==> src/rtl/spike_rate_decoder.sv <==
// spike_rate_decoder
//   Recovers a multi-bit rate from a binary spike train. Qualified spikes are
//   counted over a window of WINDOW counting edges. Each window's count is
//   presented on a registered valid/ready output.
//
//   Compile-time option:
//     SPIKE_DEC_EDGE_EN  defined   -> only rising edges of spike_in are counted
//                        undefined -> every high sample of spike_in is counted
//
//   Parameters:
//     WINDOW  counting edges per window (2..65536)
//     CNT_W   width of the result; counts saturate at 2^CNT_W-1
//
//   Ports:
//     clk         rising-edge clock
//     rst_n       asynchronous active-low reset
//     en          window counting enable; dropping it discards the partial window
//     spike_in    spike input, sampled on clk
//     rate_ready  downstream accepts rate_out
//     rate_out    count for the last completed window
//     rate_valid  rate_out holds an unconsumed result
//     overrun     sticky: an unconsumed result was overwritten (reset clears)
//
//   All outputs come straight from registers.
module spike_rate_decoder #(
    parameter int WINDOW = 16,
    parameter int CNT_W  = 4
) (
    input  logic             clk,
    input  logic             rst_n,
    input  logic             en,
    input  logic             spike_in,
    input  logic             rate_ready,
    output logic [CNT_W-1:0] rate_out,
    output logic             rate_valid,
    output logic             overrun
);

    localparam int              WC_W     = $clog2(WINDOW);
    localparam logic [WC_W-1:0] WIN_LAST = WC_W'(WINDOW - 1);
    localparam logic [CNT_W-1:0] CNT_MAX = '1;

    typedef enum logic {
        S_IDLE  = 1'b0,
        S_COUNT = 1'b1
    } state_t;

    state_t             r_state;
    logic [WC_W-1:0]    r_win_cnt;
    logic [CNT_W-1:0]   r_spk_cnt;
    logic               r_spike_q;
    logic [CNT_W-1:0]   r_rate_out;
    logic               r_rate_valid;
    logic               r_overrun;

    state_t             w_state_nxt;
    logic [WC_W-1:0]    w_win_nxt;
    logic [CNT_W-1:0]   w_spk_nxt;
    logic [CNT_W-1:0]   w_rate_nxt;
    logic               w_valid_nxt;
    logic               w_ovr_nxt;

    logic               w_q;
    logic [CNT_W-1:0]   w_spk_sum;
    logic               w_close;
    logic               w_xfer;

`ifdef SPIKE_DEC_EDGE_EN
    // spike_q tracks every edge, so a level held across a window boundary
    // does not produce a second rising edge in the next window.
    assign w_q = spike_in & ~r_spike_q;
`else
    assign w_q = spike_in;
`endif

    // Saturating count including this edge's spike.
    assign w_spk_sum = (r_spk_cnt == CNT_MAX) ? CNT_MAX : (r_spk_cnt + CNT_W'(w_q));
    assign w_close   = (r_state == S_COUNT) && en && (r_win_cnt == WIN_LAST);
    assign w_xfer    = r_rate_valid & rate_ready;

    always_ff @(posedge clk or negedge rst_n) begin
        if (!rst_n) begin
            r_state      <= S_IDLE;
            r_win_cnt    <= '0;
            r_spk_cnt    <= '0;
            r_spike_q    <= 1'b0;
            r_rate_out   <= '0;
            r_rate_valid <= 1'b0;
            r_overrun    <= 1'b0;
        end else begin
            r_state      <= w_state_nxt;
            r_win_cnt    <= w_win_nxt;
            r_spk_cnt    <= w_spk_nxt;
            r_spike_q    <= spike_in;
            r_rate_out   <= w_rate_nxt;
            r_rate_valid <= w_valid_nxt;
            r_overrun    <= w_ovr_nxt;
        end
    end

    always_comb begin
        w_state_nxt = r_state;
        w_win_nxt   = r_win_cnt;
        w_spk_nxt   = r_spk_cnt;
        w_rate_nxt  = r_rate_out;
        w_valid_nxt = r_rate_valid;
        w_ovr_nxt   = r_overrun;

        case (r_state)
            S_IDLE: begin
                // The spike on the entry edge is deliberately not counted.
                if (en) begin
                    w_state_nxt = S_COUNT;
                    w_win_nxt   = '0;
                    w_spk_nxt   = '0;
                end
            end
            S_COUNT: begin
                if (!en) begin
                    w_state_nxt = S_IDLE;
                    w_win_nxt   = '0;
                    w_spk_nxt   = '0;
                end else if (w_close) begin
                    // Next window starts on the following edge, no gap.
                    w_win_nxt   = '0;
                    w_spk_nxt   = '0;
                end else begin
                    w_win_nxt   = r_win_cnt + 1'b1;
                    w_spk_nxt   = w_spk_sum;
                end
            end
            default: begin
                w_state_nxt = S_IDLE;
            end
        endcase

        // Output register: a close always wins over a transfer, so valid
        // stays high when both happen on the same edge.
        if (w_close) begin
            w_rate_nxt  = w_spk_sum;
            w_valid_nxt = 1'b1;
            if (r_rate_valid && !rate_ready)
                w_ovr_nxt = 1'b1;
        end else if (w_xfer) begin
            w_valid_nxt = 1'b0;
        end
    end

    assign rate_out   = r_rate_out;
    assign rate_valid = r_rate_valid;
    assign overrun    = r_overrun;

endmodule

==> config.mk <==
export PLATFORM = sky130hd
export DESIGN_NAME = spike_rate_decoder
export DESIGN_NICKNAME = d
export VERILOG_FILES = /design/src/rtl/spike_rate_decoder.sv
export SDC_FILE = /design/constraint.sdc
export NUM_CORES = 1
export LEC_CHECK = 0
export CAP_MARGIN = 20
export CORE_ASPECT_RATIO = 1.2
export CORE_MARGIN = 3
export CORE_UTILIZATION = 43
export DETAILED_ROUTE_END_ITERATION = 6
export MAX_ROUTING_LAYER = met4
export PLACE_DENSITY = 0.7
export REMOVE_ABC_BUFFERS = 1
export SLEW_MARGIN = 20
export SYNTH_ARGS = -nofsm -noshare
export SYNTH_HDL_FRONTEND = slang
export SYNTH_SLANG_ARGS = --single-unit
==> constraint.sdc <==
create_clock -name clk -period 2.81 [get_ports clk]
set_input_delay 0.562 -clock clk [delete_from_list [all_inputs] [get_ports clk]]
set_output_delay 0.562 -clock clk [all_outputs]
set_load 0.02 [all_outputs]
==> qor.csv <==
metric;value;unit
period_needed;1840;ps
crit_chain;clkdlybuf4s50_1;
worst_pin_slew;675;ps
core_area;0.00146;mm^2
vias_per_cell;5.22;
cp-end-kind;primary output;
cts_tree;yes;
power-per-cell-area;454;mW/mm^2
cp.required;2250;ps
ys_warn_count;0;
r2r_setup_slack;1390;ps
synthesis.area;689;um^2
dr.pass1.iters;4;
grt_antenna_before_repair;0;
hold_violations;0;
cts_root_buf;clkbuf_4;
outcome;finished, final reports clean;
ys_seq_elements;15;
cts_buffers;3;
track_usage;14.1;%
vias;496;
synth.avg_cell_area;10.4;um^2
gp_congestion;0.751;
crit_path_start;rate_valid$_DFFE_PN0P_;
cts_resized;0;
arrival;1280;ps
drtIter0Drc;7;
drc;0;
cts_max_path_buffers;2;
grt_max_degree;16;
maxCapViolCount;0;
seq_area_frac_synth;54.4;%
fin_nets;87;
clock-sinks;15;
maxSlewHeadroom;54.9;%
cts_max_level;1;
multi_input_area;290;um^2
setup_tns;0;ps
skew;3.18;ps
crit_fanout;3;
dpl_cell_area;795;um^2
fillCellCount;137;
drt-total-wl;1200;um
die-width;42.6;um
holdPathStages;1;
p_leak;0.378;nW
grt_first_pass_wirelength;2190;um
cpPeakStageDelay;620;ps
die_y;49.9;um
wl_per_cell;12.7;um
synthCells;66;
grt_pass1_vias;502;
rows;15;
r2r-start;r_spk_cnt[0]$_DFFE_PN0P_;
clk_pin_slew;80;ps
timing.rr.end;r_spk_cnt[2]$_DFFE_PN0P_;
hpwl;873;um
vdd_drop_max;0.271;mV
io_buffers;10;
syn2layout_area_growth;19.1;%
cp_top_family;buffers and inverters;
cts_setup_buffers;0;
start_util;47.1;%
ant_nets;0;
max_freq;0.544;GHz
drive_above_1_share;6.41;%
dieArea;0.00212;mm^2
hold_ws;470;ps
antenna_cells;0;
stdcell_area;821;um^2
drv_slew;0;
setup_violations;0;
critPathSlowestCell;clkdlybuf4s50_1;
hold_end;overrun$_DFFE_PN0P_;
gr-total-overflow;0;
path_class;flip-flop to primary output;
finalCritPeriodShare;65.5;%
crit_buf_inv;1;
min_from;overrun$_DFFE_PN0P_;
ys_types;24;
hold_class;flip-flop to flip-flop;
clk_latency;280;ps
reg2reg_depth;5;
ioPinCount;11;
rsz0062_at_grt;no;
cts_hold_buf;0;
cp-start-kind;flip-flop;
seqCellArea;375;um^2
## registers in the layout (all words and copies together), names as in the netlist
name        cells
overrun         1
r_spk_cnt       4
r_state         1
r_win_cnt       4
rate_out        4
rate_valid      1
## how the worst max path moves through the flow
stage | endpoint | slack (ps) | cells after the start
4_1_cts | rate_valid | 970 | 1
6_report | rate_valid | 970 | 1
3_3_place_gp | r_spk_cnt[2]$_DFFE_PN0P_ | 850 | 6
3_5_place_dp | r_spk_cnt[2]$_DFFE_PN0P_ | 820 | 6
2_1_floorplan | r_spk_cnt[2]$_DFFE_PN0P_ | 1300 | 5
5_1_grt | rate_valid | 910 | 1
## cell type report
type                            count  area share, %
Sequential cell                    15           45.7
Clock buffer                        4           3.20
Timing Repair Buffer               10           12.2
Inverter                            2          0.915
Multi-Input combinational cell     47           35.4
Tap cell                           17           2.59
## cell usage in the layout (no fill, tap or decap)
cell type	instances
clkbuf_4	3
and2_1	1
nor3_1	1
nand2b_1	1
nand3_1	2
o21ai_0	10
nor2b_1	2
a31o_2	1
o31ai_1	4
o311ai_1	1
ha_1	3
and4_1	1
a31oi_1	1
nand3_2	1
a22o_1	1
or3_1	1
inv_1	2
xnor2_1	1
mux2i_1	1
nand2_1	9
clkdlybuf4s50_1	10
nor2_1	4
dfrtp_1	15
clkbuf_1	1
a21o_1	1
## per-layer routing
layer	GRT usage, %	up-vias	part of all wire [%]	wire, um
li1	-	260	-	-
met1	18.9	224	50	599
met2	19.8	7	44	527
met3	2.55	5	3.3	40
met4	7.77	0	2.9	35
met5	-	-	0	0
## cell usage after synthesis, drive strengths merged
cell type | instances | area [um^2]
nand2 | 9 | 33.8
or3 | 1 | 6.26
nor2b | 2 | 12.5
dfrtp | 15 | 375
nor3 | 1 | 5.00
o21ai | 10 | 50.1
a21o | 1 | 7.51
and2 | 1 | 6.26
inv | 2 | 7.51
ha | 3 | 37.5
a22o | 1 | 8.76
xnor2 | 1 | 8.76
and4 | 1 | 8.76
mux2i | 1 | 10.0
o311ai | 1 | 8.76
a31o | 1 | 8.76
buf | 2 | 16.3
o31ai | 4 | 30.0
a31oi | 1 | 6.26
nand3 | 3 | 20.0
nand2b | 1 | 6.26
nor2 | 4 | 15.0
## per-stage QoR
stage | setup slack, ps | cells | utilization, % | total power, mW
finish | 970 | 95 | 56.1 | 0.373
global route | 914 | 95 | 56.1 | 0.387
CTS | 971 | 95 | 56.1 | 0.376
detailed placement | 815 | 91 | 54.3 | 0.257
global placement | 849 | 91 | 54.3 | 0.257
floorplan | 1300 | 64 | - | 0.242
## report_power, final
group          internal [mW]  total (mW)  switching [mW]
logic                 0.0113      0.0272          0.0159
registers              0.221       0.225         0.00480
clock network         0.0552       0.120          0.0650
## cell families (layout without fill, tap and decap cells)
| group | count (synthesis) | in the layout | share of synthesized area (%) |
|---|---|---|---|
| simple gates | 23 | 23 | 16.5 |
| compound gates | 19 | 19 | 17.4 |
| flops | 15 | 15 | 54.4 |
| buf+inv | 4 | 16 | 3.45 |
| fa+ha+maj | 3 | 3 | 5.45 |
| xor+xnor | 1 | 1 | 1.27 |
| mux | 1 | 1 | 1.45 |
(Power assumes the default switching activity.)
==> variant: new RTL, config.mk and constraints unchanged <==
Register the output `overrun` once more, with the module's reset; this adds one clock of latency there. The other outputs are not delayed to match.
--- a/src/rtl/spike_rate_decoder.sv
+++ b/src/rtl/spike_rate_decoder.sv
@@ -148,7 +148,13 @@
 
     assign rate_out   = r_rate_out;
     assign rate_valid = r_rate_valid;
-    assign overrun    = r_overrun;
+    always_ff @(posedge clk or negedge rst_n) begin
+        if (!rst_n) begin
+            overrun <= '0;
+        end else begin
+            overrun <= r_overrun;
+        end
+    end
 
 endmodule
 
Behaviour: no difference found for any inputs over 10 cycles, from zero or initial values and one cycle with rst_n low; that may be too few to reach the edited logic, so the function may still have changed.
==> variant against the original RTL <==
- core utilization rose by 0.93 points
- setup slack better by 0.0092 ns
- sequential share of layout area rose by 1.1 points
- register-to-register slack got worse by 0.02 ns
- routed wire length rose by 12%
- synthesized area up 3.6%
- cell area up 4.3%
- clock power rose by 26%
- power increased by 12%
- non-clock buffer count did not move
- sequential cell count up 1
- die area increased by 3.2%
- critical endpoint unchanged
==> variant: results <==
group,metric,value,unit
route,dr.pass1.iters,4,
route,met3_length,42,microns
global_route,grt_max_degree,17,
placed_design,dp_hpwl,987,microns
power,sw_frac_of_total,22.4,%
route,wire_per_inst,14.1,microns
global_route,grt_pass1_wl,2160,microns
power,ir_drop,338,uV
final_layout,nNetsFinal,88,
placed_design,routabilityCongestion,0.825,
route,top_layer,"met4",
global_route,grt.total_usage,13.7,%
placed_design,placed_cell_area,820,sq um
timing,skew,0.00616,ns
clocking,clk_path_buf_depth,2,
route,drt_iter0_markers,8,
route,wl_met1,609,microns
synth,synthTopCellsByArea,"dfrtp_1, o21ai_0, ha_1",
worst_hold_path,worstHoldPathCells,0,
placed_design,pre_cts_ws,0.764,ns
final_layout,final_cells,96,
route,dr_wl_met2,680,microns
placed_design,place_inst,92,
clocking,cts_root_buffer,"clkbuf_4",
timing,tightest_slew,0.696,ns
global_route,met2_usage,21.7,%
synth,synth_common_cells,"dfrtp_1, o21ai_0, nand2_1",
setup_path,critPathArrivalTime,1.27,ns
timing,finalWorstSetupSlack,0.979,ns
synth,syn_area_per_cell,10.7,sq um
global_route,met3_usage,3.23,%
setup_path,cpPeakStageDelay,0.61,ns
run_status,status,"complete, no violations",
clocking,clk_pin_slew,0.10,ns
final_layout,drive_gt1_share,7.59,%
global_route,met1_usage,16.3,%
final_layout,fill_cells,140,
setup_path,rrSetupSlack,1.37,ns
worst_hold_path,whs_endpoint,"overrun$_DFF_PN0_",
synth,ys_seq_area_share,56.0,%
worst_hold_path,hp-start,"r_overrun$_DFFE_PN0P_",
global_route,grt_pass1_vias,500,
timing,worst_hold_slack,0.432,ns
setup_path,timing.rr.end,"r_spk_cnt[2]$_DFFE_PN0P_",
clocking,insertion_delay,0.29,ns
power,cellLeakagePower,0.398,nW
route,vias,528,
[variant: cell families after synthesis]
family,after synthesis,synth area share (%)
flip-flops,16,56.0
adder cells (fa/ha/maj),3,5.25
XOR/XNOR,1,1.23
AO/OA/AOI/OAI,19,16.8
AND/OR/NAND/NOR,23,15.9
buffers and inverters,4,3.33
multiplexers,1,1.40
[variant: power by group through the flow]
stage / Clock [mW] / Sequential (mW) / Combinational [mW]
2_1_floorplan: 0 / 0.243 / 0.0138
3_3_place_gp: 0 / 0.244 / 0.0278
3_5_place_dp: 0 / 0.244 / 0.0281
4_1_cts: 0.159 / 0.239 / 0.0285
5_1_grt: 0.165 / 0.240 / 0.0313
6_report: 0.151 / 0.239 / 0.0282
[variant: area by class of cell]
class | instances | area [sq um] | area share, %
Inverter | 2 | 7.51 | 0.877
Sequential cell | 16 | 400 | 46.8
Multi-Input combinational cell | 47 | 290 | 33.9
Clock buffer | 4 | 36.3 | 4.24
Tap cell | 17 | 21.3 | 2.49
Timing Repair Buffer | 10 | 100 | 11.7
